`src/rtl/pong_chars_pkg.sv`:
```
// Shared character codes, controller state encoding, row layouts and BCD helpers
// used by the score banner controller and its score counters.
package pong_chars_pkg;

  localparam int NUM_SLOTS = 8;
  localparam int CODE_W    = 6;

  typedef logic [CODE_W-1:0] char_t;

  localparam char_t CH_0 = 6'd0, CH_1 = 6'd1, CH_2 = 6'd2, CH_3 = 6'd3, CH_4 = 6'd4;
  localparam char_t CH_5 = 6'd5, CH_6 = 6'd6, CH_7 = 6'd7, CH_8 = 6'd8, CH_9 = 6'd9;
  localparam char_t CH_A = 6'd10, CH_B = 6'd11, CH_C = 6'd12, CH_D = 6'd13, CH_E = 6'd14;
  localparam char_t CH_F = 6'd15, CH_G = 6'd16, CH_H = 6'd17, CH_I = 6'd18, CH_J = 6'd19;
  localparam char_t CH_K = 6'd20, CH_L = 6'd21, CH_M = 6'd22, CH_N = 6'd23, CH_O = 6'd24;
  localparam char_t CH_P = 6'd25, CH_Q = 6'd26, CH_R = 6'd27, CH_S = 6'd28, CH_T = 6'd29;
  localparam char_t CH_U = 6'd30, CH_V = 6'd31, CH_W = 6'd32, CH_X = 6'd33, CH_Y = 6'd34;
  localparam char_t CH_Z = 6'd35;
  localparam char_t CH_SPACE = 6'd36;
  localparam char_t CH_QMARK = 6'd63;

  typedef enum logic [1:0] {
    IDLE  = 2'd0,
    PLAY  = 2'd1,
    FLASH = 2'd2,
    WIN   = 2'd3
  } state_t;

  // Layouts are packed with slot 0 in the least significant character.
  localparam logic [NUM_SLOTS*CODE_W-1:0] TITLE_CODES =
    {CH_SPACE, CH_SPACE, CH_SPACE, CH_G, CH_N, CH_O, CH_P, CH_SPACE};
  localparam logic [NUM_SLOTS*CODE_W-1:0] WIN_P1_CODES =
    {CH_SPACE, CH_S, CH_N, CH_I, CH_W, CH_SPACE, CH_1, CH_P};
  localparam logic [NUM_SLOTS*CODE_W-1:0] WIN_P2_CODES =
    {CH_SPACE, CH_S, CH_N, CH_I, CH_W, CH_SPACE, CH_2, CH_P};

  function automatic logic [7:0] to_bcd(input int unsigned v);
    int unsigned c;
    c = (v > 32'd99) ? 32'd99 : v;
    return {4'(c / 10), 4'(c % 10)};
  endfunction

  // Two-digit BCD increment that sticks at 99 rather than wrapping.
  function automatic logic [7:0] bcd_inc(input logic [7:0] v);
    if (v == 8'h99)
      return v;
    if (v[3:0] == 4'd9)
      return {v[7:4] + 4'd1, 4'd0};
    return {v[7:4], v[3:0] + 4'd1};
  endfunction

  function automatic char_t tens_char(input logic [3:0] d);
    return (d == 4'd0) ? CH_SPACE : {2'b00, d};
  endfunction

endpackage

```
`src/rtl/bcd_score_counter.sv`:
```
// Two-digit BCD score register with synchronous clear and a saturating increment.
module bcd_score_counter
  import pong_chars_pkg::*;
(
  input  logic       clk,
  input  logic       reset,
  input  logic       clr,
  input  logic       inc,
  output logic [7:0] score
);

  logic [7:0] score_reg;

  always_ff @(posedge clk or negedge reset) begin
    if (!reset)
      score_reg <= 8'h00;
    else if (clr)
      score_reg <= 8'h00;
    else if (inc)
      score_reg <= bcd_inc(score_reg);
  end

  assign score = score_reg;

endmodule

```
`src/rtl/score_banner_ctrl.sv`:
```
// Game-level sequencer for the 8-slot character row: title, live scores, scorer flash, win banner.
// Optional BANNER_BLINK_EN: the whole win banner blinks instead of holding steady.
module score_banner_ctrl
  import pong_chars_pkg::*;
#(
  parameter int WIN_SCORE    = 11,
  parameter int FLASH_FRAMES = 30,
  parameter int BLINK_PERIOD = 8,
  parameter int HOLD_FRAMES  = 180
) (
  input  logic                        clk,
  input  logic                        reset,
  input  logic                        frame_tick,
  input  logic                        start,
  input  logic                        point_p1,
  input  logic                        point_p2,
  output logic [NUM_SLOTS*CODE_W-1:0] char_codes,
  output logic [NUM_SLOTS-1:0]        slot_visible,
  output logic [7:0]                  score_p1,
  output logic [7:0]                  score_p2,
  output logic                        game_over,
  output logic                        busy
);

  localparam logic [7:0] WIN_BCD    = to_bcd(WIN_SCORE);
  localparam logic [9:0] FLASH_LAST = 10'(FLASH_FRAMES - 1);
  localparam logic [9:0] HOLD_LAST  = 10'(HOLD_FRAMES - 1);
  localparam logic [7:0] BLINK_LAST = 8'(BLINK_PERIOD - 1);

  state_t     state_reg, state_next;
  logic [9:0] frame_cnt_reg, frame_cnt_next;
  logic [7:0] blink_cnt_reg, blink_cnt_next;
  logic       blink_off_reg, blink_off_next;
  logic       scorer_reg, scorer_next;   // 0 = player 1, 1 = player 2; doubles as the winner
  logic       clr_scores, inc_p1, inc_p2;
  logic [7:0] score_p1_val, score_p2_val;

  logic [NUM_SLOTS*CODE_W-1:0] codes_next;
  logic [NUM_SLOTS-1:0]        vis_next;
  logic                        game_over_next, busy_next;
  logic                        game_over_reg, busy_reg;

  bcd_score_counter u_score_p1 (
    .clk   (clk),
    .reset (reset),
    .clr   (clr_scores),
    .inc   (inc_p1),
    .score (score_p1_val)
  );

  bcd_score_counter u_score_p2 (
    .clk   (clk),
    .reset (reset),
    .clr   (clr_scores),
    .inc   (inc_p2),
    .score (score_p2_val)
  );

  always_ff @(posedge clk or negedge reset) begin
    if (!reset) begin
      state_reg     <= IDLE;
      frame_cnt_reg <= '0;
      blink_cnt_reg <= '0;
      blink_off_reg <= 1'b0;
      scorer_reg    <= 1'b0;
    end else begin
      state_reg     <= state_next;
      frame_cnt_reg <= frame_cnt_next;
      blink_cnt_reg <= blink_cnt_next;
      blink_off_reg <= blink_off_next;
      scorer_reg    <= scorer_next;
    end
  end

  always_comb begin
    state_next  = state_reg;
    scorer_next = scorer_reg;
    clr_scores  = 1'b0;
    inc_p1      = 1'b0;
    inc_p2      = 1'b0;
    case (state_reg)
      IDLE: begin
        if (start) begin
          state_next = PLAY;
          clr_scores = 1'b1;
        end
      end
      PLAY: begin
        // Player 1 wins a same-cycle tie; player 2's point is dropped.
        if (point_p1) begin
          inc_p1      = 1'b1;
          scorer_next = 1'b0;
          state_next  = (bcd_inc(score_p1_val) == WIN_BCD) ? WIN : FLASH;
        end else if (point_p2) begin
          inc_p2      = 1'b1;
          scorer_next = 1'b1;
          state_next  = (bcd_inc(score_p2_val) == WIN_BCD) ? WIN : FLASH;
        end
      end
      FLASH: begin
        if (frame_tick && frame_cnt_reg == FLASH_LAST)
          state_next = PLAY;
      end
      WIN: begin
        if (frame_tick && frame_cnt_reg == HOLD_LAST)
          state_next = IDLE;
      end
      default: state_next = IDLE;
    endcase

    // Counters restart on every state entry; a tick landing on the entry cycle is dropped.
    frame_cnt_next = frame_cnt_reg;
    blink_cnt_next = blink_cnt_reg;
    blink_off_next = blink_off_reg;
    if (state_next != state_reg) begin
      frame_cnt_next = '0;
      blink_cnt_next = '0;
      blink_off_next = 1'b0;
    end else if (frame_tick && (state_reg == FLASH || state_reg == WIN)) begin
      frame_cnt_next = frame_cnt_reg + 10'd1;
      if (blink_cnt_reg == BLINK_LAST) begin
        blink_cnt_next = '0;
        blink_off_next = ~blink_off_reg;
      end else begin
        blink_cnt_next = blink_cnt_reg + 8'd1;
      end
    end
  end

  always_comb begin
    codes_next     = TITLE_CODES;
    vis_next       = '1;
    game_over_next = 1'b0;
    busy_next      = 1'b0;
    case (state_reg)
      PLAY, FLASH: begin
        codes_next = {{2'b00, score_p2_val[3:0]}, tens_char(score_p2_val[7:4]),
                      {4{CH_SPACE}},
                      {2'b00, score_p1_val[3:0]}, tens_char(score_p1_val[7:4])};
        if (state_reg == FLASH) begin
          busy_next = 1'b1;
          if (blink_off_reg) begin
            if (scorer_reg)
              vis_next[7:6] = 2'b00;
            else
              vis_next[1:0] = 2'b00;
          end
        end
      end
      WIN: begin
        codes_next     = scorer_reg ? WIN_P2_CODES : WIN_P1_CODES;
        game_over_next = 1'b1;
        busy_next      = 1'b1;
`ifdef BANNER_BLINK_EN
        if (blink_off_reg)
          vis_next = '0;
`endif
      end
      default: ;
    endcase
  end

  // One code/visibility register pair per glyph renderer slot.
  for (genvar gi = 0; gi < NUM_SLOTS; gi++) begin : g_slot
    logic [CODE_W-1:0] code_reg;
    logic              vis_reg;

    always_ff @(posedge clk or negedge reset) begin
      if (!reset) begin
        code_reg <= TITLE_CODES[gi*CODE_W +: CODE_W];
        vis_reg  <= 1'b1;
      end else begin
        code_reg <= codes_next[gi*CODE_W +: CODE_W];
        vis_reg  <= vis_next[gi];
      end
    end

    assign char_codes[gi*CODE_W +: CODE_W] = code_reg;
    assign slot_visible[gi]                = vis_reg;
  end

  always_ff @(posedge clk or negedge reset) begin
    if (!reset) begin
      game_over_reg <= 1'b0;
      busy_reg      <= 1'b0;
    end else begin
      game_over_reg <= game_over_next;
      busy_reg      <= busy_next;
    end
  end

  assign game_over = game_over_reg;
  assign busy      = busy_reg;
  assign score_p1  = score_p1_val;
  assign score_p2  = score_p2_val;

endmodule

```
`config.mk`:
```
export PLATFORM = sky130hd
export DESIGN_NAME = score_banner_ctrl
export DESIGN_NICKNAME = d
export VERILOG_FILES = /design/src/rtl/pong_chars_pkg.sv /design/src/rtl/bcd_score_counter.sv /design/src/rtl/score_banner_ctrl.sv
export SDC_FILE = /design/constraint.sdc
export NUM_CORES = 1
export LEC_CHECK = 0
export BUFFER_PORTS_ARGS = -buffer_cell sky130_fd_sc_hd__buf_2
export CAP_MARGIN = 20
export CORE_MARGIN = 4
export CORE_UTILIZATION = 40
export CTS_CLUSTER_DIAMETER = 100
export CTS_CLUSTER_SIZE = 12
export DETAILED_ROUTE_END_ITERATION = 16
export SYNTH_ARGS = -nofsm -noshare
export SYNTH_HDL_FRONTEND = slang
export SYNTH_HIERARCHICAL = 1
export SYNTH_SLANG_ARGS = --single-unit
```
`constraint.sdc`:
```
create_clock -name clk -period 2.2 [get_ports clk]
set_input_delay 0.44 -clock clk [delete_from_list [all_inputs] [get_ports clk]]
set_output_delay 0.44 -clock clk [all_outputs]
set_load 0.02 [all_outputs]
```
# After elaboration in Yosys (flattened, before gate mapping)
# Cells that the tools add are included.
[totals]
mem_bits_ro = 0
register_bits = 92
latch_bits = 0
memories = 0
elab_cells = 149
ramBits = 0
[op_classes]
add_sub_neg = 6
n_mul = 0
n_mux = 87
n_shift = 0
eq_ne = 13
magnitude_cmp = 0
bitwise = 1
n_reduce_logical = 19
div_mod_pow = 0
[ops]
columns = ["op", "count"]
rows = [
  ["2-to-1 mux 8 bit", 25],
  ["case mux 48 bit (2 select lines)", 1],
  ["2-to-1 mux 1 bit", 42],
  ["2-to-1 mux 2 bit", 13],
  ["2-to-1 mux 10 bit", 2],
  ["adder 4 x 1 -> 4 bit (second input constant)", 4],
  ["== test 8 x 5 -> 1 bit (second input constant)", 2],
  ["== test 8 bit (second input constant)", 2],
  ["2-to-1 mux 6 bit", 2],
  ["adder 10 x 1 -> 10 bit (second input constant)", 1],
  ["== test 10 x 5 -> 1 bit (second input constant)", 1],
  ["== test 10 x 8 -> 1 bit (second input constant)", 1],
  ["nonzero test 2 bit", 5],
  ["adder 8 x 1 -> 8 bit (second input constant)", 1],
  ["== test 4 bit (second input constant)", 2],
  ["== test 8 x 3 -> 1 bit (second input constant)", 1],
  ["zero test 4 bit", 2],
  ["case mux 2 bit (4 select lines)", 1],
  ["AND reduction 2 bit", 4],
  ["nonzero test 3 bit", 2],
  ["== test 2 bit (second input constant)", 2],
  ["logical AND 1 bit", 3],
  ["== test 2 x 1 -> 1 bit (second input constant)", 1],
  ["zero test 2 bit", 1],
  ["other kinds (5)", 5],
]

# Logic depth before layout (Yosys ltp)
[depth]
ltp_word = 22
depth_mapped = 10
mapped_depth_nobuf = 7

# Cells and area by module
# Netlist, hierarchy kept.
[by_module_without_submodules]
columns = ["mod", "cells_per_inst", "n_inst", "area_each_um2"]
rows = [
  ["score_banner_ctrl", 282, 1, 2768.9],
  ["bcd_score_counter (u_score_p2)", 50, 1, 490.5],
  ["bcd_score_counter (u_score_p1)", 50, 1, 466.7],
]

# Worst setup path before layout
# Ideal clock, no wire load.
[synth_timing]
kind = "register to register"
startpoint = "register state_reg[0]"
endpoint = "register frame_cnt_reg[1]"
arrival_time_ns = 2.114
setup_slack_ns = -0.036
stages_incl_launch_ff = 11
required_time_ns = 2.078
setup_ns = 0.122
period_less_slack_ns = 2.236
path_buffers = 3
path_cell_list = "dfrtp_1 > inv_1 > ha_1 > clkbuf_1 > nand2b_1 > or4_4 > a21oi_2 > a311o_1 > buf_6 > buf_8 > nor3_2"
[synth_via]
elab_chain_len = 5
word_cells_on_any_way = 15
classes_between = "eq/ne (4); mux (7); reduce/logical (4)"
[synth_rtl]
columns = ["element", "line", "rtl"]
rows = [
  ["from (decl)", "score_banner_ctrl.sv:30", "state_t state_reg, state_next;"],
  ["from (signal assigned)", "score_banner_ctrl.sv:67", "state_reg <= state_next;"],
  ["2-to-1 mux 2 bit", "score_banner_ctrl.sv:94", "end else if (point_p2) begin"],
  ["2-to-1 mux 2 bit", "score_banner_ctrl.sv:90", "if (point_p1) begin"],
  ["case mux 2 bit (4 select lines)", "score_banner_ctrl.sv:81", "case (state_reg)"],
  ["inequality test 2 bit", "score_banner_ctrl.sv:115", "if (state_next != state_reg) begin"],
  ["2-to-1 mux 10 bit / nonzero test 2 bit (equally long branches)", "--", ""],
  ["to (signal assigned)", "score_banner_ctrl.sv:68", "frame_cnt_reg <= frame_cnt_next;"],
  ["to (decl)", "score_banner_ctrl.sv:31", "logic [9:0] frame_cnt_reg, frame_cnt_next;"],
]
# Several ways; a longest one is shown, not always the timed one.
# A chain may end at the register's enable or synchronous reset.

# Final worst setup path
[layout_timing]
startpoint = "register frame_cnt_reg[8]"
endpoint = "register blink_cnt_reg[1]"
[layout_via]
elab_chain_len = 6
word_cells_on_any_way = 10
classes_between = "eq/ne (3); mux (4); reduce/logical (3)"
[layout_rtl]
columns = ["element", "line", "rtl"]
rows = [
  ["== test 10 x 8 -> 1 bit / == test 10 x 5 -> 1 bit (equally long branches)", "score_banner_ctrl.sv:105, score_banner_ctrl.sv:101", ""],
  ["logical AND 1 bit (on tied branches)", "score_banner_ctrl.sv:105, score_banner_ctrl.sv:101", ""],
  ["2-to-1 mux 2 bit (on tied branches)", "score_banner_ctrl.sv:105, score_banner_ctrl.sv:101", ""],
  ["case mux 2 bit (4 select lines) *", "score_banner_ctrl.sv:81", ""],
  ["inequality test 2 bit *", "score_banner_ctrl.sv:115", ""],
  ["2-to-1 mux 8 bit / nonzero test 2 bit (equally long branches)", "--", ""],
  ["to (signal assigned)", "score_banner_ctrl.sv:69", "blink_cnt_reg <= blink_cnt_next;"],
  ["to (decl)", "score_banner_ctrl.sv:32", "logic [7:0] blink_cnt_reg, blink_cnt_next;"],
]
# Every way passes the cells marked *; elsewhere a longest branch is shown, timed or not.

==> results.cfg <==
[synth]
syn_area_um2 = 3730
ys_types = 62
yosysWarnings = 6
synth_edf_count = 0
synth_flop_cell = dfrtp_1
syn_avg_cell_area_um2 = 9.75
ys_ff_latch = 65
synth_most_common_cell = dfrtp_1
ys_async_sr_fraction = 1.00
synth_top_area_cell = dfrtp_1
synth.yosys.seq_area_share = 0.441
synth_top_area_share = 0.356
syn-instance-count = 382
ys_top_cells_by_count = dfrtp_1, nand2_1, buf_4, nor2_1
yosys-top-cells-area = dfrtp_1, dfstp_2, buf_4

[sta]
finalHoldViolCount = 0
hold_slack_ps = 114
setup_viol = 0
finalCriticalPeriod_ps = 2100
fin_setup_tns_ps = 0
worstMarginPinSlew_ps = 481
finClkSkew_ps = 8.63
max_freq_ghz = 0.476
rsz0062_at_grt = yes
slew_violations = 0
max_slew_margin = 0.675
post-route-period-util = 0.956

[floorplan]
die_w_um = 105
die_y_um = 105
core_um2 = 8890
rows = 34
initial_utilization = 0.419
dieArea_um2 = 10900
ios = 80

[power]
p_total_mw = 5.02
power_density_nw_per_um2 = 1150
ir_worst_vdd_mv = 0.422
leakagePower_nw = 2.12

[setup_path]
worst_ep_arrival_time_ps = 2320
worst_setup_path_end_kind = flop
critPathRequiredTime_ps = 2410
setup.worst_path.class = reg -> reg
critPathLaunchType = flop
path_max_fanout = 19

[job]
cap_violations = 0

[clock_network]
numClockSinks = 65
clockRootBuffer = clkbuf_8
cts-htree-levels = 3
path_clk_slew_ps = 70
worstSkewPairLatency_ps = 330
numCtsBuffers = 9
clock_path_buffers = 2
ctsHoldBuffers = 0
cts_tree = done

[routing]
ant_nets = 0
vias_per_cell = 5.12
routed_wl_mm = 8.24
drtIter0Drc = 96
vias = 2884
first_pass_iters = 4
drc = 0
avgRoutedWirePerCell_um = 14.6

[placement]
gp_congestion = 0.816
post-place-cells = 547
placement.cell_area_um2 = 4140
placement.io_buffers = 66
dp_hpwl_mm = 5.83

[finish]
area_growth_pct = 16.8
fin_area_um2 = 4350
drive_above_1_share = 0.308
largest_reg_flops = 23
fin_nets = 473
finalNonFillerCells = 563
antenna_cells = 0

[global_route]
grt_pass1_wl_mm = 13.8
antenna_found_initial = 0
grt_overflow = 0
grt_max_degree = 66
track_usage = 0.154
first_global_vias = 2835

[worst_hold_path]
hp-class = in -> async

[outcome]
status = completed
## per-layer routing
metal / global-route usage / part of all wire / vias up
met2: 0.263 / 0.50 / 61
met4: 0.0503 / 0.0093 / 0
met3: 0.0279 / 0.041 / 9
met5: 0 / 0 / -
met1: 0.196 / 0.45 / 1390
li1: - / - / 1424
## power breakdown
part | internal, mW | switching (mW)
registers | 1.49 | 0.155
logic | 0.827 | 1.54
clock network | 0.555 | 0.450
total | 2.88 | 2.15
## worst max-delay path, stage by stage (launching register included)
cell,delay [ps]
dfrtp_1,380
or4b_4,570
o41ai_4,320
a21boi_2,220
a311o_1,230
buf_12,180
nor3_1,70
## timing repair
item,in CTS,in global routing
resized for setup,0,3
setup endpoints to repair,0,19
setup buffers,0,0
## cell families (layout without fill, tap and decap cells)
| kind of cell | count (synthesis) | in the layout | synth area share |
|---|---|---|---|
| AND/OR/NAND/NOR | 161 | 161 | 0.251 |
| buffers and inverters | 66 | 128 | 0.109 |
| AO/OA/AOI/OAI | 52 | 52 | 0.0940 |
| multiplexers | 3 | 3 | 0.00873 |
| XOR/XNOR | 16 | 16 | 0.0376 |
| flip-flops | 65 | 65 | 0.441 |
| adder cells (fa/ha/maj) | 17 | 17 | 0.0571 |
| other | 2 | 13 | 0.00202 |
## worst paths after layout
check	endpoint	depth (start not counted)	slack, ps	start
max	blink_cnt_reg[1]$_DFFE_PN0P_	6	100	frame_cnt_reg[8]$_DFFE_PN0P_
min	u_score_p2/score[3]$_DFFE_PN0P_	2	110	reset
max reg2reg	blink_cnt_reg[1]$_DFFE_PN0P_	6	100	frame_cnt_reg[8]$_DFFE_PN0P_
min reg2reg	g_slot[6].vis_reg$_DFF_PN1_	1	540	scorer_reg$_DFFE_PN0P_
max in group asynchronous	g_slot[0].vis_reg$_DFF_PN1_	2	1750	reset
min in group clk	state_reg[1]$_DFF_PN0_	2	330	start
## cell usage in the layout, fill, tap and decap left out, drive strengths merged, types with 10 or more instances in the layout
master,instances
o21ai,15
nand2,43
inv,18
dfrtp,53
nor2,20
clkbuf,12
dfstp,12
nand3,10
buf,93
conb,13
nor3,29
a21oi,11
ha,17
## metrics by stage
step                utilization  setup WS, ps
global route              0.489         -23.9
CTS                       0.488          55.0
global placement          0.466          9.56
floorplan                     -          3.03
detailed placement        0.466         -4.77
finish                    0.489          97.3
## layout make-up
| type | instances | area, um^2 |
|---|---|---|
| inverters | 19 | 72.6 |
| flip-flops and latches | 65 | 1640 |
| multi-input cells | 262 | 1730 |
| clock inverters | 4 | 52.6 |
| fillers | 840 | 4540 |
| repair buffers | 93 | 571 |
| well taps | 108 | 135 |
| clock buffers | 12 | 145 |
No activity file was read; power rests on OpenSTA's default activity.
